<file path="src/rtl/synth_pkg.sv">
// Shared types for the synth voice path.
// FSM states, event kinds and width defaults.
package synth_pkg;

  localparam int ACC_WIDTH_DEF  = 24;
  localparam int NOTE_WIDTH_DEF = 7;

  typedef enum logic [1:0] {
    ST_IDLE,
    ST_SCAN,
    ST_COMMIT
  } state_e;

  typedef enum logic {
    EV_ON,
    EV_OFF
  } ev_e;

endpackage

</file>
<file path="src/rtl/voice_slot.sv">
// One voice slot: active flag, note, increment
// and a saturating age counter.
module voice_slot
  import synth_pkg::*;
#(
  parameter int NOTE_WIDTH = NOTE_WIDTH_DEF,
  parameter int ACC_WIDTH  = ACC_WIDTH_DEF,
  parameter int AGE_WIDTH  = 8
) (
  input  logic                  i_Clk,
  input  logic                  i_Reset,
  input  logic                  i_Load,
  input  logic                  i_Clear,
  input  logic                  i_Age,
  input  logic [NOTE_WIDTH-1:0] i_Note,
  input  logic [ACC_WIDTH-1:0]  i_Phase_Inc,
  output logic                  o_Active,
  output logic [NOTE_WIDTH-1:0] o_Note,
  output logic [ACC_WIDTH-1:0]  o_Phase_Inc,
  output logic [AGE_WIDTH-1:0]  o_Age
);

  logic                  active_q, active_d;
  logic [NOTE_WIDTH-1:0] note_q, note_d;
  logic [ACC_WIDTH-1:0]  inc_q, inc_d;
  logic [AGE_WIDTH-1:0]  age_q, age_d;

  always_comb begin
    active_d = active_q;
    note_d   = note_q;
    inc_d    = inc_q;
    age_d    = age_q;
    if (i_Load) begin
      active_d = 1'b1;
      note_d   = i_Note;
      inc_d    = i_Phase_Inc;
      age_d    = '0;
    end else if (i_Clear) begin
      active_d = 1'b0;
      inc_d    = '0;
    end else if (i_Age && active_q && (age_q != '1)) begin
      age_d = age_q + AGE_WIDTH'(1);
    end
  end

  always_ff @(posedge i_Clk) begin
    if (i_Reset) begin
      active_q <= 1'b0;
      note_q   <= '0;
      inc_q    <= '0;
      age_q    <= '0;
    end else begin
      active_q <= active_d;
      note_q   <= note_d;
      inc_q    <= inc_d;
      age_q    <= age_d;
    end
  end

  assign o_Active    = active_q;
  assign o_Note      = note_q;
  assign o_Phase_Inc = inc_q;
  assign o_Age       = age_q;

endmodule

</file>
<file path="src/rtl/voice_allocator.sv">
// Polyphonic voice scheduler: retrigger, else free
// slot, else steal the oldest sounding voice.
module voice_allocator
  import synth_pkg::*;
#(
  parameter int NUM_VOICES = 4,
  parameter int ACC_WIDTH  = ACC_WIDTH_DEF,
  parameter int NOTE_WIDTH = NOTE_WIDTH_DEF,
  parameter int AGE_WIDTH  = 8
) (
  input  logic                             i_Clk,
  input  logic                             i_Reset,
  input  logic                             i_Note_On,
  input  logic                             i_Note_Off,
  input  logic [NOTE_WIDTH-1:0]            i_Note,
  input  logic [ACC_WIDTH-1:0]             i_Phase_Inc,
  output logic                             o_Ready,
  output logic                             o_Drop,
  output logic                             o_Steal,
  output logic [NUM_VOICES-1:0]            o_Voice_Active,
  output logic [NUM_VOICES-1:0]            o_Voice_Load,
  output logic [NUM_VOICES*NOTE_WIDTH-1:0] o_Voice_Note,
  output logic [NUM_VOICES*ACC_WIDTH-1:0]  o_Voice_Phase_Inc
);

  localparam int IW = (NUM_VOICES > 1) ? $clog2(NUM_VOICES) : 1;
  localparam logic [IW-1:0] LAST = IW'(NUM_VOICES - 1);

  state_e                state_q, state_d;
  ev_e                   ev_q, ev_d;
  logic [IW-1:0]         idx_q, idx_d;
  logic [NOTE_WIDTH-1:0] note_q, note_d;
  logic [ACC_WIDTH-1:0]  inc_q, inc_d;
  logic                  mvld_q, mvld_d;
  logic [IW-1:0]         midx_q, midx_d;
  logic                  fvld_q, fvld_d;
  logic [IW-1:0]         fidx_q, fidx_d;
  logic                  ovld_q, ovld_d;
  logic [IW-1:0]         oidx_q, oidx_d;
  logic [AGE_WIDTH-1:0]  oage_q, oage_d;
  logic                  drop_q, drop_d;
  logic                  steal_q, steal_d;
  logic [NUM_VOICES-1:0] load_q, load_d;

  logic [NUM_VOICES-1:0] act;
  logic [NUM_VOICES-1:0] slot_load;
  logic [NUM_VOICES-1:0] slot_clear;
  logic                  age_en;
  logic [NOTE_WIDTH-1:0] note_v [NUM_VOICES];
  logic [ACC_WIDTH-1:0]  inc_v  [NUM_VOICES];
  logic [AGE_WIDTH-1:0]  age_v  [NUM_VOICES];

  logic                  strobe;
  logic                  cur_act;
  logic [NOTE_WIDTH-1:0] cur_note;
  logic [AGE_WIDTH-1:0]  cur_age;
  logic [IW-1:0]         tgt;

  assign strobe   = i_Note_On | i_Note_Off;
  assign cur_act  = act[idx_q];
  assign cur_note = note_v[idx_q];
  assign cur_age  = age_v[idx_q];

  always_comb begin
    state_d    = state_q;
    ev_d       = ev_q;
    idx_d      = idx_q;
    note_d     = note_q;
    inc_d      = inc_q;
    mvld_d     = mvld_q;
    midx_d     = midx_q;
    fvld_d     = fvld_q;
    fidx_d     = fidx_q;
    ovld_d     = ovld_q;
    oidx_d     = oidx_q;
    oage_d     = oage_q;
    drop_d     = 1'b0;
    steal_d    = 1'b0;
    load_d     = '0;
    slot_load  = '0;
    slot_clear = '0;
    age_en     = 1'b0;
    tgt        = '0;
    unique case (state_q)
      ST_IDLE: begin
        if (strobe) begin
          ev_d    = i_Note_Off ? EV_OFF : EV_ON;
          note_d  = i_Note;
          inc_d   = i_Phase_Inc;
          idx_d   = '0;
          mvld_d  = 1'b0;
          fvld_d  = 1'b0;
          ovld_d  = 1'b0;
          drop_d  = i_Note_On & i_Note_Off;
          state_d = ST_SCAN;
        end
      end
      ST_SCAN: begin
        drop_d = strobe;
        if (cur_act && cur_note == note_q && !mvld_q) begin
          mvld_d = 1'b1;
          midx_d = idx_q;
        end
        if (!cur_act && !fvld_q) begin
          fvld_d = 1'b1;
          fidx_d = idx_q;
        end
        // strict compare keeps the lowest index on ties
        if (cur_act && (!ovld_q || cur_age > oage_q)) begin
          ovld_d = 1'b1;
          oidx_d = idx_q;
          oage_d = cur_age;
        end
        if (idx_q == LAST) state_d = ST_COMMIT;
        else idx_d = idx_q + IW'(1);
      end
      ST_COMMIT: begin
        drop_d  = strobe;
        state_d = ST_IDLE;
        if (ev_q == EV_ON) begin
          if (mvld_q) tgt = midx_q;
          else if (fvld_q) tgt = fidx_q;
          else tgt = oidx_q;
          steal_d        = !mvld_q && !fvld_q;
          slot_load[tgt] = 1'b1;
          load_d[tgt]    = 1'b1;
          age_en         = 1'b1;
        end else if (mvld_q) begin
          slot_clear[midx_q] = 1'b1;
        end
      end
      default: state_d = ST_IDLE;
    endcase
  end

  always_ff @(posedge i_Clk) begin
    if (i_Reset) begin
      state_q <= ST_IDLE;
      ev_q    <= EV_ON;
      idx_q   <= '0;
      note_q  <= '0;
      inc_q   <= '0;
      mvld_q  <= 1'b0;
      midx_q  <= '0;
      fvld_q  <= 1'b0;
      fidx_q  <= '0;
      ovld_q  <= 1'b0;
      oidx_q  <= '0;
      oage_q  <= '0;
      drop_q  <= 1'b0;
      steal_q <= 1'b0;
      load_q  <= '0;
    end else begin
      state_q <= state_d;
      ev_q    <= ev_d;
      idx_q   <= idx_d;
      note_q  <= note_d;
      inc_q   <= inc_d;
      mvld_q  <= mvld_d;
      midx_q  <= midx_d;
      fvld_q  <= fvld_d;
      fidx_q  <= fidx_d;
      ovld_q  <= ovld_d;
      oidx_q  <= oidx_d;
      oage_q  <= oage_d;
      drop_q  <= drop_d;
      steal_q <= steal_d;
      load_q  <= load_d;
    end
  end

  for (genvar g = 0; g < NUM_VOICES; g++) begin : g_slot
    voice_slot #(
      .NOTE_WIDTH(NOTE_WIDTH),
      .ACC_WIDTH (ACC_WIDTH),
      .AGE_WIDTH (AGE_WIDTH)
    ) u_slot (
      .i_Clk      (i_Clk),
      .i_Reset    (i_Reset),
      .i_Load     (slot_load[g]),
      .i_Clear    (slot_clear[g]),
      .i_Age      (age_en),
      .i_Note     (note_q),
      .i_Phase_Inc(inc_q),
      .o_Active   (act[g]),
      .o_Note     (note_v[g]),
      .o_Phase_Inc(inc_v[g]),
      .o_Age      (age_v[g])
    );
    assign o_Voice_Note[g*NOTE_WIDTH +: NOTE_WIDTH]     = note_v[g];
    assign o_Voice_Phase_Inc[g*ACC_WIDTH +: ACC_WIDTH] = inc_v[g];
  end

  assign o_Ready        = (state_q == ST_IDLE);
  assign o_Drop         = drop_q;
  assign o_Steal        = steal_q;
  assign o_Voice_Active = act;
  assign o_Voice_Load   = load_q;

endmodule

</file>
<file path="config.mk">
export PLATFORM = sky130hd
export DESIGN_NAME = voice_allocator
export DESIGN_NICKNAME = d
export VERILOG_FILES = /design/src/rtl/synth_pkg.sv /design/src/rtl/voice_slot.sv /design/src/rtl/voice_allocator.sv
export SDC_FILE = /design/constraint.sdc
export NUM_CORES = 1
export LEC_CHECK = 0
export CAP_MARGIN = 10
export CORE_ASPECT_RATIO = 0.9
export CORE_UTILIZATION = 55
export DETAILED_ROUTE_END_ITERATION = 16
export GPL_TIMING_DRIVEN = 0
export PLACE_DENSITY = 0.85
export SETUP_SLACK_MARGIN = 0.05
export SLEW_MARGIN = 20
export SYNTH_ARGS = -nofsm -noshare
export SYNTH_HDL_FRONTEND = slang
export SYNTH_SLANG_ARGS = --single-unit
</file>
<file path="constraint.sdc">
create_clock -name i_Clk -period 7.4 [get_ports i_Clk]
set_input_delay 1.48 -clock i_Clk [delete_from_list [all_inputs] [get_ports i_Clk]]
set_output_delay 1.48 -clock i_Clk [all_outputs]
set_load 0.05 [all_outputs]
</file>
==> results of run 1 <==
==> metrics by stage <==
stage	area (sq um)	instances	utilization [%]	hold slack [ns]	worst slack, ns
after floorplan	8372	818	-	0.4413	4.590
after global placement	10310	1185	69.83	0.4518	3.749
after detailed placement	10310	1185	69.83	0.4532	3.732
after CTS	11060	1224	74.87	0.4648	3.985
after global routing	11060	1224	74.87	0.4779	3.843
final	11060	1224	74.87	0.4660	4.011
==> cell type report <==
class / count / area [sq um] / area share (%)
Sequential cell: 219 / 4384 / 39.66
Multi-Input combinational cell: 525 / 3656 / 33.07
Timing Repair Buffer: 169 / 1692 / 15.30
Clock buffer: 32 / 659.4 / 5.964
Buffer: 60 / 279.0 / 2.524
Tap cell: 198 / 247.7 / 2.241
Clock inverter: 7 / 85.08 / 0.7696
Inverter: 14 / 52.55 / 0.4753
==> registers in the layout, indices dropped and copies added (netlist names) <==
signal,count
oage_q,8
ovld_q,1
fidx_q,2
state_q,2
midx_q,2
ev_q,1
oidx_q,2
o_Steal,1
inc_q,24
o_Drop,1
g_slot.u_slot.o_Note,28
idx_q,2
note_q,7
fvld_q,1
g_slot.u_slot.o_Active,4
o_Voice_Load,4
g_slot.u_slot.o_Phase_Inc,96
g_slot.u_slot.o_Age,32
mvld_q,1
==> metal layers <==
metal  vias to the layer above  wire (um)  track usage, %
met1                      3510      10180           41.44
met4                         0        876           11.92
met2                       403      10530           45.60
li1                       3328          -               -
met5                         -          0               0
met3                        62       2109           5.577
==> synthesized netlist by cell type, types with 7 or more instances <==
cell type,number,area [sq um]
ha_1,17,212.7
o21ai_0,20,100.1
nand2b_1,8,50.05
a22o_1,125,1095
clkbuf_1,32,120.1
nand3_1,21,105.1
buf_2,19,95.09
inv_1,14,52.55
mux4_2,13,292.8
nor2_1,56,210.2
or3_1,7,43.79
nand2_1,84,315.3
a21oi_1,60,300.3
nor3_1,12,60.06
nor2b_1,9,56.30
dfxtp_1,219,4384
mux2i_1,11,110.1
xnor2_1,22,192.7
==> logic make-up after synthesis <==
| group | count (synthesis) | share of synthesized area (%) |
|---|---|---|
| buf+inv | 74 | 3.961 |
| simple gates | 223 | 12.36 |
| fa+ha+maj | 17 | 2.541 |
| xor+xnor | 28 | 2.929 |
| flops | 219 | 52.37 |
| mux | 29 | 5.709 |
| compound gates | 228 | 20.13 |
==> worst min-delay path: cells and delay by family (launching register included) <==
family,cells,cell delay [ns]
simple gates,1,0.06
compound gates,1,0.05
flops,1,0.31
==> report_power, final <==
group          total, mW  leakage [nW]  internal, mW  switching [mW]
logic              0.150          2.02        0.0569          0.0933
registers           1.23          1.77          1.20          0.0281
clock network       1.13         0.372         0.686           0.446
total               2.51          4.16          1.94           0.567
==> worst max-delay path by stage <==
stage                                                      start                      end  slack (ns)  cells after the start
after floorplan                            idx_q[1]$_SDFFE_PP0P_   oage_q[0]$_SDFFE_PP0P_        4.59                     11
after global placement                                   i_Reset  state_q[0]$_SDFFE_PP0P_        3.75                      5
after detailed placement                                 i_Reset  state_q[0]$_SDFFE_PP0P_        3.73                      5
after CTS                                state_q[1]$_SDFFE_PP0P_                  o_Ready        3.98                      3
after global routing                       idx_q[1]$_SDFFE_PP0P_   oage_q[1]$_SDFFE_PP0P_        3.84                     11
final                     g_slot[2].u_slot.o_Active$_SDFFE_PP0P_        o_Voice_Active[2]        4.01                      2
==> placed cells by master, fill, tap and decap left out, types with 19 or more instances in the layout <==
master / n
nor2_1: 56
clkbuf_16: 23
clkdlybuf4s50_1: 169
xnor2_1: 22
nand2_1: 84
a21oi_1: 60
a22o_1: 125
clkbuf_1: 36
buf_2: 19
dfxtp_1: 219
nand3_1: 21
o21ai_0: 20
==> results.yml, run 1 <==
sta:
  min_period_ns: 3.389
  worstMarginPinSlew_ns: 0.7771
  rsz0062_at_grt: "false"
  slew_viol_final: 0
  fin_crit_sh_pct: 45.80
  max_freq_ghz: 0.2951
  fin_skew_ns: 0.008130
  setup_violations: 0
  relSlewSlack_pct: 48.00
  final.setup.tns_ns: 0
  hold_violations: 0
detailed_routing:
  remaining_drc_errors: 0
  wire_per_inst_um: 19.36
  wl_um: 23700
  vias: 7303
  antenna_left: 0
  dr.pass1.iters: 5
  drtIter0Drc: 743
  vias_per_cell: 5.967
worst_setup_path:
  end_kind: "primary output"
  cp_slowest_cell: "clkdlybuf4s50_1"
  regToRegStartpoint: "idx_q[1]$_SDFFE_PP0P_"
  slowest_delay_ns: 0.80
  reg2reg_depth: 11
  cpLargestDelayFamily: "buffers and inverters"
  cp_max_fo: 4
  critPathLaunchType: "register"
  worstPathRequired_ns: 5.92
  cp_num_buf_inv: 2
  crit_arrival_ns: 1.91
  rr_endpoint: "oage_q[1]$_SDFFE_PP0P_"
  path_class: "reg -> out"
  rrSetupSlack_ns: 4.10
  cp_cell_sequence: "buf_4 -> clkdlybuf4s50_1"
run:
  maxCapViolCount: 0
cts:
  cts.clk_slew.worst_paths_ns: 0.06
  root_buffer: "clkbuf_16"
  clockBufferDepth: 3
  ctsResizeCount: 0
  htreeDepth: 1
  clk_latency_ns: 0.50
  cts_tree: "yes"
  cts.sinks: 219
  post_cts_buffers: 0
  ctsHoldBuffers: 0
  cts_buffers: 22
synthesis:
  synth_fp_nets: 870
  synth_cell_types: 45
  syn_area_sq_um: 8372
  syn_area_per_cell_sq_um: 10.23
  ys_ff_latch: 219
  ys_seq_area_share_pct: 52.37
  yosysWarnings: 0
  synthFlopType: "dfxtp_1"
  synth_enable_flop_cells: 0
  ys_async_sr_fraction_pct: 0
  synthCells: 818
layout:
  fin_nets: 1063
  drive_gt1_share_pct: 8.577
  synthToLayoutAreaGrowth_pct: 32.06
  insertedDiodeCount: 0
  nFillCells: 956
worst_hold_path:
  hp-class: "reg -> reg"
  worstHoldEndpoint: "oage_q[4]$_SDFFE_PP0P_"
  whs_path_depth: 2
  hold_start: "oage_q[4]$_SDFFE_PP0P_"
placed_design:
  dp_hpwl_um: 16440
  gp_congestion: 0.8656
  io_buffers: 169
pwr:
  p_per_area_nw_per_um2: 226.9
  p_leak_nw: 4.164
  total_power_mw: 2.508
  ir_drop_uv: 196.7
floorplan:
  die_w_um: 132.1
  rows: 42
  die_height_um: 119.0
  ios: 170
  start_util_pct: 56.69
  coreArea_sq_um: 14770
  dieArea_sq_um: 15720
run_status:
  outcome: "complete, no violations"
global_route:
  antenna_found_initial: 0
  grt_pass1_vias: 6809
  grt_overflow_total: 0
  track_usage_pct: 29.76
  grt_first_pass_wirelength_um: 37060
  grt_max_degree: 15
(Power assumes the default switching activity.)
==> run 2: changes to the inputs <==
- CORE_UTILIZATION: 55 -> 46
- PLACE_DENSITY: 0.85 -> 0.76
- clock period: 7.4 -> 2.9 ns (I/O delays scaled with it)
==> run 2 against run 1 <==
Count of clock-buffer cells in the layout is 2 lower. Global-route usage is 4.7 points lower. Via count is 2.2% lower. Cell count is 4.0% higher. Highest routed layer unchanged.
==> results.yml, run 2 (same netlist as run 1, synthesis figures left out) <==
layout:
  fin_nets: 1068
  regArea_sq_um: 4387
  layout_common_cells: "dfxtp_1 (217), clkdlybuf4s50_1 (169), a22o_1 (125), nand2_1 (84), a21oi_1 (59)"
  largest_reg_flops: 96
  fin_cells: 1273
  drive_gt1_share_pct: 9.496
  synthToLayoutAreaGrowth_pct: 34.66
  design_area_sq_um: 11270
  multi_input_area_sq_um: 3704
  nFillCells: 1459
  final_common_cell: "dfxtp_1"
detailed_routing:
  antenna_left: 0
  vias: 7142
  remaining_drc_errors: 0
  wl_um: 23600
  wire_per_inst_um: 18.54
  drtIter0Drc: 470
  dr.pass1.iters: 5
  vias_per_cell: 5.610
global_route:
  grt_overflow_total: 0
  antenna_found_initial: 0
  grt_first_pass_wirelength_um: 36500
  grt_pass1_vias: 6628
  track_usage_pct: 25.05
  grt_max_degree: 16
worst_setup_path:
  regToRegStartpoint: "idx_q[1]$_SDFFE_PP0P_"
  cp_max_fo: 10
  end_kind: "register"
  rr_endpoint: "oage_q[3]$_SDFFE_PP0P_"
  reg2reg_depth: 11
  rrSetupSlack_ns: 0.18
  critPathLaunchType: "register"
  worstPathRequired_ns: 3.35
  crit_arrival_ns: 3.17
  path_class: "reg -> reg"
cts:
  cts.sinks: 219
  root_buffer: "clkbuf_16"
  cts.clk_slew.worst_paths_ns: 0.07
  clk_latency_ns: 0.52
  clockBufferDepth: 3
  htreeDepth: 1
  ctsHoldBuffers: 0
  cts_tree: "yes"
  cts_buffers: 23
pwr:
  p_sw_mw: 1.521
  p_leak_nw: 4.212
  swShare_pct: 23.04
  comb_power_share_pct: 5.8
  p_clk_share_pct: 46.9
  seqPwrFrac_pct: 47.4
  internal_power_mw: 5.083
  p_per_area_nw_per_um2: 585.8
  ir_drop_uv: 467.3
placed_design:
  dp.cells: 1227
  gp_congestion: 0.9009
  dpl_cell_area_sq_um: 10360
  dp_hpwl_um: 16550
  io_buffers: 169
sta:
  relSlewSlack_pct: 51.09
  rsz0062_at_grt: "false"
  hold_violations: 0
  min_period_ns: 2.725
  worstMarginPinSlew_ns: 0.7309
  setup_violations: 0
  max_freq_ghz: 0.3670
  fin_crit_sh_pct: 93.95
  slew_viol_final: 0
  fin_skew_ns: 0.02767
  holdWs_ns: 0.4704
  final.setup.tns_ns: 0
floorplan:
  die_w_um: 144.2
  start_util_pct: 47.23
  die_height_um: 130.0
  ios: 170
  dieArea_sq_um: 18740
  coreArea_sq_um: 17730
  rows: 46
worst_hold_path:
  worstHoldEndpoint: "oage_q[6]$_SDFFE_PP0P_"
  hp-class: "reg -> reg"
  whs_path_depth: 2
  hold_start: "oage_q[6]$_SDFFE_PP0P_"
run:
  maxCapViolCount: 0
run_status:
  outcome: "complete, no violations"
run 2: changes by cell type in the layout (fill, tap and decap cells not counted), moves of 2 or more:
cell / change
o21ai_0: -4
buf_2: -3
clkbuf_8: -3
clkinv_2: -3
bufinv_16: +2
o21ai_1: +4
dfxtp_2: +2
buf_12: +2
clkinv_4: +3
dfxtp_1: -2
buf_4: +4
run 2: worst max path at each step:
| stage | start | end | slack, ns | cells past startpoint |
|---|---|---|---|---|
| finish | idx_q[1]$_SDFFE_PP0P_ | oage_q[3]$_SDFFE_PP0P_ | 0.18 | 11 |
| global route | idx_q[1]$_SDFFE_PP0P_ | oage_q[3]$_SDFFE_PP0P_ | 0.05 | 11 |
| CTS | idx_q[1]$_SDFFE_PP0P_ | oage_q[0]$_SDFFE_PP0P_ | 0.06 | 11 |
| detailed placement | idx_q[1]$_SDFFE_PP0P_ | oage_q[7]$_SDFFE_PP0P_ | -0.41 | 11 |
| global placement | idx_q[1]$_SDFFE_PP0P_ | oage_q[1]$_SDFFE_PP0P_ | -0.36 | 11 |
| floorplan | idx_q[1]$_SDFFE_PP0P_ | oage_q[0]$_SDFFE_PP0P_ | 0.09 | 11 |
run 2: area by class of cell:
cell class	instances	share of cell area, %
antenna	1	0.02220
inverter	14	0.4661
multi-input combinational	526	32.85
tap	240	2.664
clock buffer	30	5.516
buffer	59	2.764
sequential	219	38.91
clock inverter	11	1.532
timing repair buffer	173	15.27
run 2: per-layer routing:
| layer | wire length [um] | track usage [%] |
|---|---|---|
| met1 | 10690 | 36.04 |
| met2 | 10320 | 38.39 |
| met3 | 1974 | 4.257 |
| met4 | 627 | 7.740 |
| met5 | 0 | 0 |
run 2: repair_timing:
item	CTS	global route
gates resized for setup	13	8
setup endpoints to repair	10	10
cloned	0	1
buffers inserted	0	4
hold endpoints to repair	0	0
pin swaps	1	5
run 2: critical path, stage by stage, from the launching register on:
cell and delay, ns:
dfxtp_2 0.34, buf_6 0.12, buf_12 0.13, buf_12 0.14
mux4_2 0.56, ha_4 0.29, nor2b_1 0.11, o211ai_1 0.12
a21oi_2 0.29, o221a_2 0.32, o21ai_0 0.10, a21oi_1 0.15
run 2: power groups by stage:
stage	combinational [mW]	clock [mW]	sequential (mW)
floorplan	0.230	0	3.17
global placement	0.365	0	3.19
detailed placement	0.370	0	3.19
finish	0.381	3.10	3.13
CTS	0.377	3.12	3.13
global route	0.417	3.27	3.13
run 2: stage by stage:
stage | utilization, % | total power, mW | setup slack, ns
after floorplan | - | 3.403 | 0.09033
after global placement | 58.46 | 3.554 | -0.3628
after detailed placement | 58.46 | 3.562 | -0.4140
after CTS | 63.24 | 6.624 | 0.06295
after global routing | 63.58 | 6.816 | 0.05277
final | 63.59 | 6.604 | 0.1754
